**src/rtl/z_core_writeback.sv**
```systemverilog
// Register-file writer: arbitrates LSU load returns and buffered/bypassed ALU
// results onto the single write port, and tracks pending destination registers.
module z_core_writeback #(
  parameter int unsigned XLEN       = 32,
  parameter int unsigned FIFO_DEPTH = 2
) (
  input  logic            clk,
  input  logic            reset,
  input  logic            issue_valid,
  input  logic [4:0]      issue_rd,
  output logic            issue_stall,
  input  logic [4:0]      rs1,
  input  logic [4:0]      rs2,
  output logic            rs1_busy,
  output logic            rs2_busy,
  input  logic            alu_valid,
  output logic            alu_ready,
  input  logic [4:0]      alu_rd,
  input  logic [XLEN-1:0] alu_data,
  input  logic            lsu_valid,
  output logic            lsu_ready,
  input  logic [4:0]      lsu_rd,
  input  logic [XLEN-1:0] lsu_data,
  output logic [4:0]      rf_rd,
  output logic [XLEN-1:0] rf_rd_in,
  output logic            rf_write_enable
);

  localparam int unsigned PTR_W = (FIFO_DEPTH > 1) ? $clog2(FIFO_DEPTH) : 1;
  localparam int unsigned CNT_W = $clog2(FIFO_DEPTH + 1);

  logic [4:0]      fifo_rd_q   [FIFO_DEPTH];
  logic [XLEN-1:0] fifo_data_q [FIFO_DEPTH];
  logic [PTR_W-1:0] wr_ptr_q, wr_ptr_d;
  logic [PTR_W-1:0] rd_ptr_q, rd_ptr_d;
  logic [CNT_W-1:0] count_q, count_d;

  logic [31:0]     pending_q, pending_d;
  logic [4:0]      rf_rd_q, rf_rd_d;
  logic [XLEN-1:0] rf_data_q, rf_data_d;
  logic            rf_we_q, rf_we_d;

  logic            fifo_empty;
  logic            alu_acc;
  logic            push;
  logic            pop;
  logic            commit;
  logic [4:0]      commit_rd;
  logic [XLEN-1:0] commit_data;
  logic            issue_fire;

  assign alu_ready  = (count_q < CNT_W'(FIFO_DEPTH));
  assign lsu_ready  = 1'b1;
  assign fifo_empty = (count_q == '0);
  assign alu_acc    = alu_valid & alu_ready;

  assign issue_stall = issue_valid & pending_q[issue_rd] & (issue_rd != '0);
  assign rs1_busy    = pending_q[rs1] & (rs1 != '0);
  assign rs2_busy    = pending_q[rs2] & (rs2 != '0);
  assign issue_fire  = issue_valid & ~issue_stall & (issue_rd != '0);

  assign rf_rd           = rf_rd_q;
  assign rf_rd_in        = rf_data_q;
  assign rf_write_enable = rf_we_q;

  // LSU wins; buffered ALU results drain before any new ALU result may bypass.
  always_comb begin
    commit      = 1'b0;
    commit_rd   = '0;
    commit_data = '0;
    pop         = 1'b0;
    push        = 1'b0;
    if (lsu_valid) begin
      commit      = 1'b1;
      commit_rd   = lsu_rd;
      commit_data = lsu_data;
      push        = alu_acc;
    end else if (!fifo_empty) begin
      commit      = 1'b1;
      commit_rd   = fifo_rd_q[rd_ptr_q];
      commit_data = fifo_data_q[rd_ptr_q];
      pop         = 1'b1;
      push        = alu_acc;
    end else if (alu_valid) begin
      commit      = 1'b1;
      commit_rd   = alu_rd;
      commit_data = alu_data;
    end
  end

  always_comb begin
    wr_ptr_d = push ? wr_ptr_q + PTR_W'(1) : wr_ptr_q;
    rd_ptr_d = pop  ? rd_ptr_q + PTR_W'(1) : rd_ptr_q;
    count_d  = count_q;
    case ({push, pop})
      2'b10:   count_d = count_q + CNT_W'(1);
      2'b01:   count_d = count_q - CNT_W'(1);
      default: count_d = count_q;
    endcase
  end

  always_comb begin
    rf_we_d   = commit & (commit_rd != '0);
    rf_rd_d   = commit ? commit_rd   : rf_rd_q;
    rf_data_d = commit ? commit_data : rf_data_q;
  end

  // Clear follows the registered write strobe so busy drops with the RF update.
  always_comb begin
    pending_d = pending_q;
    if (rf_we_q) pending_d[rf_rd_q] = 1'b0;
    if (issue_fire) pending_d[issue_rd] = 1'b1;
    pending_d[0] = 1'b0;
  end

  always_ff @(posedge clk) begin
    if (reset) begin
      wr_ptr_q  <= '0;
      rd_ptr_q  <= '0;
      count_q   <= '0;
      pending_q <= '0;
      rf_we_q   <= 1'b0;
      rf_rd_q   <= '0;
      rf_data_q <= '0;
    end else begin
      wr_ptr_q  <= wr_ptr_d;
      rd_ptr_q  <= rd_ptr_d;
      count_q   <= count_d;
      pending_q <= pending_d;
      rf_we_q   <= rf_we_d;
      rf_rd_q   <= rf_rd_d;
      rf_data_q <= rf_data_d;
    end
  end

  always_ff @(posedge clk) begin
    if (push) begin
      fifo_rd_q[wr_ptr_q]   <= alu_rd;
      fifo_data_q[wr_ptr_q] <= alu_data;
    end
  end

endmodule

```
**config.mk**
```make
export PLATFORM = sky130hd
export DESIGN_NAME = z_core_writeback
export DESIGN_NICKNAME = d
export VERILOG_FILES = /design/src/rtl/z_core_writeback.sv
export SDC_FILE = /design/constraint.sdc
export NUM_CORES = 1
export LEC_CHECK = 0
export BUFFER_PORTS_ARGS = -buffer_cell sky130_fd_sc_hd__buf_2
export CORE_UTILIZATION = 30
export CTS_BUF_LIST = sky130_fd_sc_hd__clkbuf_2 sky130_fd_sc_hd__clkbuf_4 sky130_fd_sc_hd__clkbuf_8
export DETAILED_ROUTE_END_ITERATION = 12
export HOLD_SLACK_MARGIN = 0.02
export SYNTH_ARGS = -nofsm -noshare
export SYNTH_HDL_FRONTEND = slang
export SYNTH_SLANG_ARGS = --single-unit
export TNS_END_PERCENT = 30
```
**constraint.sdc**
```tcl
create_clock -name clk -period 4.1 [get_ports clk]
set_input_delay 0.615 -clock clk [delete_from_list [all_inputs] [get_ports clk]]
set_output_delay 0.615 -clock clk [all_outputs]
set_load 0.02 [all_outputs]
```
After elaboration in Yosys (flattened, before gate mapping):

Memories as Yosys holds them, arrays and structs flattened. A register that Yosys moved wholly into a read port is not among the register bits.
Index checks and enable logic that the tools add are counted.

* bits in registers: 74
* latch bits: 0
* bits in writable memories: 74
* memory bits (read-only): 0
* bits of input ports: 94
* word-level logic and storage cells: 75
* memories kept: 2

* $add $sub $neg: 4
* $mul: 0
* divide/modulo/power cells: 0
* $lt $le $gt $ge: 7
* equal/unequal tests: 2
* shift operators: 0
* muxes and demuxes: 32
* bitwise gates (word level): 12
* reductions and logical operators: 8

Memories
* fifo_data_q: words 2, width 32, read ports 1, clocked after memory_dff 1, write ports 1, RTL line 33 `logic [XLEN-1:0] fifo_data_q [FIFO_DEPTH];`
* fifo_rd_q: words 2, width 5, read ports 1, clocked after memory_dff 1, write ports 1, RTL line 32 `logic [4:0] fifo_rd_q [FIFO_DEPTH];`

Operators by type and width (count)
* $mux 32: 5
* $and 32x32->32: 1
* $not 32->32: 1
* $or 32x32->32: 1
* $lt 5x6->1 const B: 4
* $reduce_bool 5->1: 4
* $mux 1: 18
* $bmux 1 s5: 3
* $mux 5: 3
* $demux 1 s5: 2
* $ge 5x1->1 const B: 2
* $and 1x1->1: 8
* $pmux 2 s2: 1
* $add 1x1->1 const B: 2
* $add 2x1->2 const B: 1
* $eq 2x1->1 const B: 1
* $eq 2x2->1 const B: 1
* $logic_and 1x1->1: 2
* $logic_not 2->1: 1
* $lt 2x2->1 const B: 1
* $reduce_bool 2->1: 1
* $sub 2x1->2 const B: 1
* $not 1->1: 1

Longest topological paths before layout:

* depth in word-level cells: 9
* mapped depth: 7
* mapped depth without buffers: 6

Worst setup path after synthesis:

Ideal clock, no wire load.

* kind: input port to flip-flop
* start point: input port alu_valid
* end point: memory fifo_data_q[0][0], enable pin
* library setup time: 0.431 ns
* arrival: 2.916 ns
* setup slack: 0.752 ns
* stages: 4
* cells stage by stage: clkbuf_1 -> buf_2 -> o211ai_1 -> nor2_1

* cells in the longest elaborated chain, start to end: 5

Ends and longest elaborated chain
* start, declared: RTL line 16 `input logic alu_valid,`
* $and 1x1->1 *: RTL line 55 `assign alu_acc = alu_valid & alu_ready;`
* $mux 1: RTL line 78 `end else if (!fifo_empty) begin`
* $mux 1 *: RTL line 73 `if (lsu_valid) begin`
* $mux 1 *: RTL line 137 `if (push) begin`
* $mux 1 (not written as such) *: RTL line 139 `fifo_data_q[wr_ptr_q] <= alu_data;`
* end, declared: RTL line 33

Mark *: on every way between the ends. The rest lies on a longest branch, timed or not.

Final worst setup path:

* start point: input port issue_rd[0]
* end point: output port issue_stall

* cells in the longest elaborated chain, start to end: 4

Ends and longest elaborated chain
* start, declared: RTL line 10 `input logic [4:0] issue_rd,`
* $bmux 1 s5: RTL line 57 `assign issue_stall = issue_valid & pending_q[issue_rd] & (issue_rd != '0);`
* $mux 1 (not written as such): RTL line 57
* $and 1x1->1: RTL line 57
* $and 1x1->1 *: RTL line 57
* end, declared: RTL line 11 `output logic issue_stall,`

Mark *: on every way between the ends. The rest lies on a longest branch, timed or not. The select of a mux whose other input is x is not followed.

==> reports/qor.csv <==
stage,metric,value,unit
run_status,status,"complete, no violations",
cts,CTS tree,done,
critical_path,critical path type,in -> out,
place,GPL Wtd Cong,0.905,
synthesis,YS warnings,0,
timing,worst-margin pin slew,1.00,ns
timing,"Setup violations, final",0,
place,Port Buf Inserts,135,
final_layout,Fill cells,2264,
timing,setup ws final,1.17,ns
critical_path,kind of start point of the critical path,input pin,
critical_path,R2R Path Start,count_q[0],
drt,WL/cell,18.0,µm
synthesis,Synth Instances,629,
timing,Hold Fails Final Rpt,0,
floorplan,Die W,156,µm
cts,Post-CTS Repair Setup Buffers,0,
grt,pin count of the biggest net entering global routing,75,
final_layout,Final #Nets,836,
synthesis,syn nets,724,
place,worst slack at placement,1.15,ns
final_layout,most frequent cells in the layout,"buf_2, edfxtp_1, dfxtp_1",
grt,number of global-route vias before repair,5317,
power,P_leak,3.08,nW
synthesis,Mean Syn Cell Area,11.3,µm²
final_layout,share of cells above drive strength 1,27.6,%
critical_path,CP startpoint,issue_rd[0],
cts,Num CTS Buffers,17,
synthesis,register area share after synthesis,52.2,%
floorplan,Die Area,24300,µm²
timing,Hold Slack,0.356,ns
drt,vias per cell,5.18,
grt,first-pass GRT wire length,29900,µm
critical_path,Crit. End Element,output port,
timing,Tmin final,2.93,ns
cts,CTS Buffer Depth,2,
critical_path,WP data arrival,2.32,ns
synthesis,post-synth cell types,48,
critical_path,Critical Path End,issue_stall,
power,Power Total,4.09,mW
drt,Residual DRC,0,
timing,fmax,341,MHz
floorplan,core area,22900,µm²
synthesis,"Cell Area, Synth",7100,µm²
cts,Sink Count,148,
grt,initial antenna violation count,0,
drt,final WL,19200,µm
final_layout,Syn-to-layout area delta,18.5,%
timing,Setup TNS Final,0,ns
floorplan,Starting Density,31.0,%
timing,RSZ-0062 raised after global routing,no,
synthesis,most used flip-flop cell after synthesis,edfxtp_1,
run,max cap viols,0,
cts,"Clk Latency, worst-skew pair",0.46,ns
synthesis,"EDFF count, synth",74,
drt,"antenna viol nets, final",0,
critical_path,Worst EP required,3.48,ns
synthesis,share of the synthesized area in the top cell type,31.3,%
timing,worst-case clock skew,0.0192,ns
cts,cts hold-fix bufs,0,
floorplan,FP Rows,55,
final_layout,post-layout util,36.7,%
power,Power Density,486,nW/µm²
critical_path,reg-to-reg critical path endpoint,count_q[1],
min_path,worst min path class,in -> reg,
place,DP HPWL,13200,µm
synthesis,synth top area cells,"edfxtp_1, dfxtp_1, mux2i_1",
critical_path,R2R cell count,5,
drt,DR pass1 iterations,5,
cts,post-CTS resize count,0,
cts,Root Buffer,clkbuf_8,
synthesis,asr flop ratio synth,0,%
drt,Vias,5536,
cts,Max H-tree Level,4,
floorplan,Ports,137,
grt,GRT Total Usage,16.3,%
final_layout,"most common cell after layout, fill and taps aside",buf_2,
cts,clk slew on worst S/H paths,0.09,ns
timing,period utilization,71.5,%
grt,grt total ovfl,0,
critical_path,Crit Path Max Fanout,20,
timing,Final Max Slew Viols,0,
synthesis,Yosys reg bits,148,
floorplan,Die Ht,156,µm
synthesis,Synth area leader,edfxtp_1,
timing,Slew HR,33.0,%
critical_path,R2R Setup Slk,1.47,ns
drt,initial detailed-routing violation count,482,
power,Worst VDD drop,0.000260,V
[layout make-up]
class | count | area [µm²] | share of cell area, %
antenna | 1 | 2.50 | 0.0297
multi-input combinational | 427 | 3180 | 37.8
clock inverter | 14 | 126 | 1.50
tap | 313 | 392 | 4.65
timing repair buffer | 144 | 756 | 8.98
sequential | 148 | 3700 | 44.0
clock buffer | 18 | 241 | 2.87
inverter | 3 | 11.3 | 0.134
[synth_stat cells (4+ instances only)]
library cell / instances
buf_2: 12
edfxtp_1: 74
clkbuf_1: 34
dfxtp_1: 74
o2bb2ai_1: 11
nand3b_1: 25
o31ai_1: 18
o21ai_1: 15
and3b_1: 4
mux2i_1: 60
o22ai_1: 14
nor3_1: 20
o21ai_0: 17
or3_1: 4
nand3_1: 18
nand2b_1: 7
nor4b_1: 7
nor2_1: 23
mux4_2: 24
a21oi_1: 27
nor2b_1: 21
a211oi_1: 7
nor3b_1: 4
nand4bb_1: 5
nand2_1: 62
o211ai_1: 5
a22oi_1: 7
[power breakdown]
group | internal, mW | switching [mW]
Combinational | 0.427 | 0.649
Clock | 0.492 | 0.591
Sequential | 1.75 | 0.180
[sequential cells by signal (all words and copies together) (netlist names), named ones only]
signal           flops
count_q              2
fifo_data_q         64
fifo_rd_q           10
pending_q           31
rd_ptr_q             1
rf_rd                5
rf_rd_in            32
rf_write_enable      1
wr_ptr_q             1
[worst min-delay path by stage]
| stage | from | endpoint | slack, ns | depth (start not counted) |
|---|---|---|---|---|
| after floorplan | pending_q[17] | pending_q[17] | 0.47 | 2 |
| after global placement | rf_rd_in[11] | rf_rd_in[11] | 0.47 | 2 |
| after detailed placement | rf_rd_in[3] | rf_rd_in[3] | 0.48 | 2 |
| after CTS | alu_data[6] | fifo_data_q[1][6] | 0.34 | 1 |
| after global routing | alu_data[25] | fifo_data_q[0][25] | 0.32 | 1 |
| final | alu_data[6] | fifo_data_q[1][6] | 0.36 | 1 |
[per-layer routing]
layer | global-route usage, % | up-vias | share of wire (%)
met1 | 22.6 | 2670 | 45
li1 | - | 2611 | -
met2 | 24.7 | 234 | 46
met3 | 4.42 | 21 | 8.0
met5 | 0 | - | 0
met4 | 4.58 | 0 | 1.2
[critical path, cell delays in order]
cell,delay [ns]
buf_2,0.40
mux4_2,0.58
a32o_1,0.27
a31oi_1,0.18
a31oi_1,0.10
buf_2,0.16
[cells by family after synthesis]
kind of cell	after synthesis	synth area share (%)
buffers and inverters	54	3.23
multiplexers	87	16.6
AO/OA/AOI/OAI	128	11.5
XOR/XNOR	4	0.494
AND/OR/NAND/NOR	206	15.8
adder cells (fa/ha/maj)	1	0.176
flip-flops	148	52.2
other	1	0.0528
[stage by stage]
stage | area (µm²) | instances
floorplan | 7100 | 629
global placement | 8040 | 1035
detailed placement | 8040 | 1035
CTS | 8410 | 1067
global route | 8410 | 1067
finish | 8410 | 1068
Power figures use the tool's default switching activity.
